==> config.mk <==
export PLATFORM = sky130hd
export DESIGN_NAME = mem_bus_arbiter
export DESIGN_NICKNAME = d
export VERILOG_FILES = /design/src/rtl/mem_bus_pkg.sv /design/src/rtl/bus_arbiter_core.sv /design/src/rtl/mem_bus_arbiter.sv
export SDC_FILE = /design/constraint.sdc
export NUM_CORES = 1
export LEC_CHECK = 0
export CORE_AREA = 2 2 107 109
export DETAILED_ROUTE_END_ITERATION = 10
export DIE_AREA = 0 0 109 111
export HOLD_SLACK_MARGIN = 0.05
export PLACE_DENSITY_LB_ADDON = 0.2
export SLEW_MARGIN = 10
export SYNTH_ARGS = -nofsm -noshare
export SYNTH_HDL_FRONTEND = slang
export SYNTH_HIERARCHICAL = 1
export SYNTH_SLANG_ARGS = --single-unit
==> constraint.sdc <==
create_clock -name clk -period 3.3 [get_ports clk]
set_input_delay 0.99 -clock clk [delete_from_list [all_inputs] [get_ports clk]]
set_output_delay 0.99 -clock clk [all_outputs]
set_load 0.02 [all_outputs]
==> src/rtl/mem_bus_pkg.sv <==
// Shared types and default widths for the arbitrated paged-memory bus.
package mem_bus_pkg;

    typedef enum logic [1:0] {IDLE, ACCESS, WAIT, DONE} state_t;

    typedef enum logic {OP_READ, OP_WRITE} op_t;

    localparam int unsigned DEF_DATA_W        = 32;
    localparam int unsigned DEF_ADDR_W        = 32;
    localparam int unsigned DEF_OFFSET_W      = 6;
    localparam int unsigned DEF_PAGE_W        = 4;
    localparam int unsigned DEF_NUM_MASTERS   = 2;
    localparam int unsigned DEF_MEM_LATENCY   = 1;
    localparam int unsigned DEF_FINISH_OFFSET = 60;

endpackage

==> src/rtl/bus_arbiter_core.sv <==
// Request arbiter: fixed priority (highest index wins), or round-robin when
// BUS_RR_ARB_EN is defined.
module bus_arbiter_core
    import mem_bus_pkg::*;
#(
    parameter int unsigned NUM_MASTERS = DEF_NUM_MASTERS
) (
`ifdef BUS_RR_ARB_EN
    input  logic                           clk,
    input  logic                           reset,
`endif
    input  logic [NUM_MASTERS-1:0]         req,
    input  logic                           grant_en,
    output logic [NUM_MASTERS-1:0]         grant,
    output logic [$clog2(NUM_MASTERS)-1:0] grant_idx
);

    localparam int unsigned IDX_W = $clog2(NUM_MASTERS);

    logic found;

`ifdef BUS_RR_ARB_EN
    logic [IDX_W-1:0] last_q;
    int unsigned      cand;

    // Search starts just past the last granted master and wraps around.
    always_comb begin
        found     = 1'b0;
        grant_idx = '0;
        cand      = 0;
        for (int unsigned k = 1; k <= NUM_MASTERS; k++) begin
            cand = (32'(last_q) + k) % NUM_MASTERS;
            if (!found && req[cand]) begin
                found     = 1'b1;
                grant_idx = cand[IDX_W-1:0];
            end
        end
    end

    always_ff @(posedge clk) begin
        if (reset) begin
            last_q <= '0;
        end else if (grant_en && found) begin
            last_q <= grant_idx;
        end
    end
`else
    always_comb begin
        found     = 1'b0;
        grant_idx = '0;
        for (int unsigned i = 0; i < NUM_MASTERS; i++) begin
            if (req[i]) begin
                found     = 1'b1;
                grant_idx = IDX_W'(i);
            end
        end
    end
`endif

    always_comb begin
        grant = '0;
        if (grant_en && found) begin
            grant[grant_idx] = 1'b1;
        end
    end

endmodule

==> src/rtl/mem_bus_arbiter.sv <==
// N-master arbitrated front end for the single-port paged test memory with a
// sticky finish flag. Define BUS_RR_ARB_EN for round-robin arbitration.
module mem_bus_arbiter
    import mem_bus_pkg::*;
#(
    parameter int unsigned DATA_W        = DEF_DATA_W,
    parameter int unsigned ADDR_W        = DEF_ADDR_W,
    parameter int unsigned OFFSET_W      = DEF_OFFSET_W,
    parameter int unsigned PAGE_W        = DEF_PAGE_W,
    parameter int unsigned NUM_MASTERS   = DEF_NUM_MASTERS,
    parameter int unsigned MEM_LATENCY   = DEF_MEM_LATENCY,
    parameter int unsigned FINISH_OFFSET = DEF_FINISH_OFFSET
) (
    input  logic                            clk,
    input  logic                            reset,
    input  logic [PAGE_W-1:0]               memory_page_number,
    input  logic                            finish_clear,
    output logic                            finish,
    input  logic [NUM_MASTERS-1:0]          m_read,
    input  logic [NUM_MASTERS-1:0]          m_write,
    input  logic [NUM_MASTERS*ADDR_W-1:0]   m_address,
    input  logic [NUM_MASTERS*DATA_W-1:0]   m_write_data,
    output logic [DATA_W-1:0]               m_read_data,
    output logic [NUM_MASTERS-1:0]          m_ack,
    output logic [$clog2(NUM_MASTERS)-1:0]  grant_id,
    output logic                            busy,
    output logic                            memory_read,
    output logic                            memory_write,
    output logic [ADDR_W-1:0]               memory_address,
    output logic [DATA_W-1:0]               memory_write_data,
    input  logic [DATA_W-1:0]               memory_read_data
);

    localparam int unsigned IDX_W = $clog2(NUM_MASTERS);
    localparam int unsigned CNT_W = $clog2(MEM_LATENCY + 1);
    localparam logic [OFFSET_W-1:0] FIN_OFF = OFFSET_W'(FINISH_OFFSET);

    state_t                  state;
    op_t                     op;
    logic [OFFSET_W-1:0]     offset_q;
    logic [CNT_W-1:0]        cnt;
    logic [NUM_MASTERS-1:0]  req;
    logic [NUM_MASTERS-1:0]  grant;
    logic [IDX_W-1:0]        grant_idx;
    logic                    grant_en;
    logic                    is_write;
    logic [OFFSET_W-1:0]     sel_offset;
    logic [DATA_W-1:0]       sel_wdata;
    logic [ADDR_W-1:0]       next_addr;
    logic                    unused_addr_bits;

    assign req        = m_read | m_write;
    assign grant_en   = (state == IDLE);
    assign is_write   = |(grant & m_write);
    assign sel_offset = m_address[grant_idx*ADDR_W +: OFFSET_W];
    assign sel_wdata  = m_write_data[grant_idx*DATA_W +: DATA_W];
    assign busy       = (state != IDLE);

    bus_arbiter_core #(
        .NUM_MASTERS(NUM_MASTERS)
    ) u_arb (
`ifdef BUS_RR_ARB_EN
        .clk       (clk),
        .reset     (reset),
`endif
        .req       (req),
        .grant_en  (grant_en),
        .grant     (grant),
        .grant_idx (grant_idx)
    );

    // Page sits directly above the offset; anything higher is forced to zero.
    always_comb begin
        next_addr                      = '0;
        next_addr[OFFSET_W +: PAGE_W]  = memory_page_number;
        next_addr[OFFSET_W-1:0]        = sel_offset;
    end

    // Master address bits above the offset are replaced by the page.
    always_comb begin
        unused_addr_bits = 1'b0;
        for (int unsigned i = 0; i < NUM_MASTERS; i++) begin
            unused_addr_bits ^= ^m_address[i*ADDR_W+OFFSET_W +: ADDR_W-OFFSET_W];
        end
    end

    always_ff @(posedge clk) begin
        if (reset) begin
            state             <= IDLE;
            op                <= OP_READ;
            offset_q          <= '0;
            cnt               <= '0;
            finish            <= 1'b0;
            m_read_data       <= '0;
            m_ack             <= '0;
            grant_id          <= '0;
            memory_read       <= 1'b0;
            memory_write      <= 1'b0;
            memory_address    <= '0;
            memory_write_data <= '0;
        end else begin
            m_ack <= '0;
            if (finish_clear) begin
                finish <= 1'b0;
            end else if (state == ACCESS && op == OP_WRITE && offset_q == FIN_OFF) begin
                finish <= 1'b1;
            end

            case (state)
                IDLE: begin
                    if (|req) begin
                        grant_id          <= grant_idx;
                        op                <= is_write ? OP_WRITE : OP_READ;
                        offset_q          <= sel_offset;
                        memory_address    <= next_addr;
                        memory_write_data <= sel_wdata;
                        memory_read       <= !is_write;
                        memory_write      <= is_write;
                        state             <= ACCESS;
                    end
                end
                ACCESS: begin
                    memory_read  <= 1'b0;
                    memory_write <= 1'b0;
                    cnt          <= CNT_W'(MEM_LATENCY);
                    state        <= WAIT;
                end
                WAIT: begin
                    if (cnt == CNT_W'(1)) begin
                        if (op == OP_READ) begin
                            m_read_data <= memory_read_data;
                        end
                        m_ack[grant_id] <= 1'b1;
                        state           <= DONE;
                    end else begin
                        cnt <= cnt - CNT_W'(1);
                    end
                end
                DONE: begin
                    state <= IDLE;
                end
                default: begin
                    state <= IDLE;
                end
            endcase
        end
    end

endmodule

Word level (Yosys, flattened, before mapping):

Index checks and enable logic that the tools add are counted.

* add/sub/neg operators: 1
* order comparisons: 4
* equality and inequality tests: 6
* shifts and indexed selects: 2
* muxes and demuxes: 18
* bitwise logic cells: 5
* reductions and logical operators: 18

Operator list (number)
* indexed part select 64 x 7 -> 32 bit: 1
* indexed part select 64 x 7 -> 6 bit: 1
* two-way mux 1 bit: 9
* one-hot mux 2 bit (4 select lines): 1
* equality test 6 bit (second input constant): 1
* two-way mux 2 bit: 3
* one-hot mux 1 bit (2 select lines): 3
* AND reduction 2 bit: 3
* nonzero test 2 bit: 3
* OR reduction 2 bit: 3
* logical AND 1 bit: 5
* equality test 2 bit (second input constant): 2
* < comparator 1 x 2 -> 1 bit (second input constant): 2
* inequality test 2 bit (second input constant): 2
* NOT 1 bit: 3
* AND reduction 3 bit: 1
* OR reduction 3 bit: 1
* AND 2 bit: 1
* demux 1 bit (select 1 bit): 2
* equality test 2 x 1 -> 1 bit (second input constant): 1
* greater-or-equal comparator 1 bit (second input constant): 2
* zero test 2 bit: 1
* bitwise OR 2 bit: 1
* zero test 1 bit: 1
* subtractor 1 bit (second input constant): 1

* register bits after elaboration: 90
* input port bits: 171
* output and inout port bits: 103
* word-level logic and storage cells: 66

Logic depth before layout (Yosys ltp):

* depth in word-level cells: 12
* depth in mapped cells: 7
* depth with buffers taken out: 6

By module:

Netlist, hierarchy kept.

Modules (own cells, without submodules)
* mem_bus_arbiter: instances 1, cells an instance 400, area each 3811.2 um^2, sequential area each 1681.6 um^2
* bus_arbiter_core: instances 1, cells an instance 3, area each 23.8 um^2, sequential area each 0.0 um^2

Worst setup path before layout:

OpenSTA, ideal clock, no wires.

* kind: input -> register
* start: input port m_write[1]
* end: register memory_write_data[0]
* setup time: 81 ps
* arrival: 2183 ps
* required time: 3219 ps
* slack: 1036 ps
* stages on the path: 7
* path buffers: 4
* path through: or2_2 > buf_4 > clkbuf_1 > buf_4 > buf_4 > mux2i_1 > a211oi_2

* cells in the longest elaborated chain, start to end: 3
* elaborated cells on any way between the ends: 5
* those cells by class: shift (1); mux (1); bitwise (1); reduce/logical (2)

RTL lines
* start: declaration: RTL line mem_bus_arbiter.sv:20 `input logic [NUM_MASTERS-1:0] m_write,`
* bitwise OR 2 bit: RTL line mem_bus_arbiter.sv:52 `assign req = m_read | m_write;`
* two-way mux 1 bit: RTL line bus_arbiter_core.sv:52 `if (req[i]) begin`
* net grant_idx: RTL line mem_bus_arbiter.sv:44 `logic [IDX_W-1:0] grant_idx;`
* indexed part select 64 x 7 -> 32 bit: RTL line mem_bus_arbiter.sv:56 `assign sel_wdata = m_write_data[grant_idx*DATA_W +: DATA_W];`
* end signal: assignment: RTL line mem_bus_arbiter.sv:116 `memory_write_data <= sel_wdata;`
* end: declaration: RTL line mem_bus_arbiter.sv:30 `output logic [DATA_W-1:0] memory_write_data,`

The timed path passes the listed nets, and every way through them passes these cells.
A chain may end at the register's enable or synchronous reset.

Worst setup path after layout:

* start: register state[0]
* end: output port busy

* cells in the longest elaborated chain, start to end: 1

RTL lines
* start: declaration: RTL line mem_bus_arbiter.sv:38 `state_t state;`
* start signal: assignment: RTL line mem_bus_arbiter.sv:89 `state <= IDLE;`
* start signal: assignment: RTL line mem_bus_arbiter.sv:119 `state <= ACCESS;`
* start signal: assignment: RTL line mem_bus_arbiter.sv:126 `state <= WAIT;`
* nonzero test 2 bit: RTL line mem_bus_arbiter.sv:57 `assign busy = (state != IDLE);`
* end: declaration: RTL line mem_bus_arbiter.sv:26 `output logic busy,`

No other way between the ends.

==> out/results.tsv <==
stage	metric	value	unit
finish	most common cell after layout, fill and taps aside	clkdlybuf4s50_1	
power_and_ir_drop	Clock Power Share	24.2	%
route	ANT nets after route	0	
floorplan	Die X	109	µm
floorplan	Die H	111	µm
clock_network	clk root buf	clkbuf_16	
timing	Final Hold Viols	0	
clock_network	CTS tree	yes	
global_routing	met3 Resource Use GR	6.11	%
outcome	status	finished, final reports clean	
place	Final Wtd Congestion	0.704	
global_routing	initial antenna violation count	0	
global_routing	met1 Use GR	17.6	%
critical_path	Critical Path Source Type	flop	
yosys	cell taking the most area after synthesis	dfxtp_1	
floorplan	full die area	12100	µm²
power_and_ir_drop	Leak	2.45	nW
clock_network	clk buf depth	2	
global_routing	global-route wire length before repair	15500	µm
global_routing	vias in the first global route	3339	
floorplan	Top Ports	274	
power_and_ir_drop	Flop pwr share	32.2	%
route	DRC errors left	0	
floorplan	core area	11100	µm²
timing	RSZ-0062 raised after global routing	no	
clock_network	post-cts sizing count	0	
global_routing	largest net degree at the start of global routing	47	
job	maxcap violations	0	
clock_network	Clk Latency, worst-skew pair	0.32	ns
power_and_ir_drop	Net Sw Power	1.60	mW
yosys	Mean Syn Cell Area	9.52	µm²
timing	Max Clk Rate	357	MHz
power_and_ir_drop	PwrDens	734	nW/µm²
clock_network	deepest level of the CTS H-tree	3	
global_routing	GRT Overall Usage	16.1	%
timing	fin crit period	2.80	ns
place	placed insts	720	
floorplan	Starting Density	34.6	%
finish	Area Overhead vs Synth	59.9	%
yosys	top post-synthesis cells by area	dfxtp_1 44%, a211oi_2 13%, mux2i_1 12%, nand2_1 6.4%, buf_4 4.9%	
global_routing	gr ovfl total	0	
clock_network	clock sinks	84	
clock_network	CTS Hold Bufs	0	
yosys	Syn Std Cell Area	3830	µm²
timing	Setup-failing EPs final	0	
finish	diodes inserted	0	
finish	Layout Nets	765	
clock_network	Clock transition at path regs	0.06	ns
clock_network	# Post-CTS Setup Buffers	0	
yosys	yosys warns	6	
timing	Slew @ Worst Pin	0.608	ns
timing	period utilization	84.9	%
worst_hold_path	worst hold path class	reg2reg	
global_routing	GR peak layer	met2	
route	DRT Wirelength	9970	µm
place	IO Port Bufs	199	
critical_path	critical path required time	2.31	ns
global_routing	met2 Use GR	28.2	%
timing	Max Slew Vio Count	0	
power_and_ir_drop	Logic pwr share	43.6	%
timing	Layout Skew	0.00789	ns
critical_path	worst-path maximum fanout	8	
place	post-DP HPWL	7430	µm
route	vias per inst	4.59	
power_and_ir_drop	Pint	2.90	mW
route	Pre-Repair DR Iteration Count	4	
yosys	number of synthesized register bits	84	
route	via count	3375	
critical_path	kind of critical path	reg2out	
clock_network	CTS Buf Count	9	
floorplan	num rows	39	
yosys	Seq/Total Area, Yosys	43.8	%
timing	Rel. slew slack	59.1	%
timing	setup TNS	0	ns
route	initial drt markers	91	
critical_path	CP Capture Type	primary output	
finish	share of layout cells above drive strength 1	11.3	%
power_and_ir_drop	switching share of power	35.5	%
yosys	Netlist cell types	31	
power_and_ir_drop	worst vdd ir	0.000312	V
critical_path	Worst EP arrival	1.81	ns
finish	most frequent cells in the layout	198 x clkdlybuf4s50_1, 84 x dfxtp_1, 65 x nand2_1	
yosys	cells after synthesis	403	
finish	Cell Count, Final, Fillers Out	735	
yosys	share of the synthesized area in the top cell type	43.8	%
route	wire length per cell	13.6	µm
-- cell usage after synthesis --
library cell	count
or2_2	2
nand3b_1	1
dfxtp_1	84
mux2i_1	45
and3b_1	2
a21oi_1	34
conb_1	1
nor4bb_1	1
nor4_1	1
o211a_1	1
a2111o_1	1
nor2_1	49
a22oi_1	1
o41a_1	1
clkbuf_1	12
nand2b_1	3
buf_6	5
nor2b_1	2
nor3_1	2
buf_4	25
a211oi_2	39
inv_1	4
buf_2	9
a41oi_1	1
mux2_2	1
and2_2	1
and4_1	1
buf_1	2
ha_1	6
and4b_1	1
nand2_1	65
-- flip-flops by register name (all words and copies together), names as in the netlist --
| signal | cells |
|---|---|
| memory_write_data | 32 |
| cnt | 1 |
| memory_read | 1 |
| memory_address | 5 |
| m_ack | 2 |
| grant_id | 1 |
| state | 2 |
| op | 1 |
| offset_q | 5 |
| finish | 1 |
| m_read_data | 32 |
| memory_write | 1 |
-- cell type report --
class / instances / area, µm²
inverter: 4 / 15.0
tap: 143 / 179
timing repair buffer: 206 / 2050
sequential: 84 / 1680
fill: 1038 / 4950
clock buffer: 10 / 239
multi-input combinational: 283 / 1880
clock inverter: 5 / 85.1
-- logic make-up after synthesis --
logic type / after synthesis / share of synthesized area, %
compound gates: 78 / 18.4
fa+ha+maj: 6 / 1.96
buf+inv: 57 / 9.30
flops: 84 / 43.8
mux: 46 / 12.0
other cells: 1 / 0.0978
simple gates: 131 / 14.3
-- per-stage QoR --
stage	setup WS (ns)	power, mW	cell area, µm²	utilization (%)	hold WS [ns]
2_1_floorplan	1.04	2.69	3910	-	0.481
3_3_place_gp	0.386	3.41	5810	52.4	0.442
3_5_place_dp	0.363	3.45	5810	52.4	0.447
4_1_cts	0.479	4.57	6130	55.3	0.455
5_1_grt	0.410	4.76	6130	55.3	0.468
6_report	0.498	4.50	6130	55.3	0.452
-- critical path, stage by stage, from the launching register on --
cell             delay [ns]
dfxtp_1                0.38
inv_1                  0.11
ha_1                   0.31
inv_1                  0.08
clkdlybuf4s50_1        0.61
-- worst paths after layout --
check,from,endpoint,slack (ns),cells after the start
worst max-delay path,state[0],busy,0.50,4
worst max register to register,state[0],memory_address[7],1.40,6
worst min-delay path,m_read_data[23],m_read_data[23],0.45,2
worst min register to register,m_read_data[23],m_read_data[23],0.45,2
-- routing by layer --
metal | up-vias | part of all wire [%]
li1 | 1700 | -
met3 | 5 | 11
met1 | 1535 | 39
met5 | - | 0
met4 | 0 | 0.74
met2 | 135 | 49
-- power by group through the flow --
stage                     sequential, mW  combinational, mW  clock [mW]
after floorplan                     1.78              0.911           0
after detailed placement            1.47               1.98           0
after CTS                           1.45               1.99        1.12
final                               1.45               1.96        1.09
after global routing                1.49               2.11        1.17
after global placement              1.46               1.95           0
No activity file was read; power rests on OpenSTA's default activity.
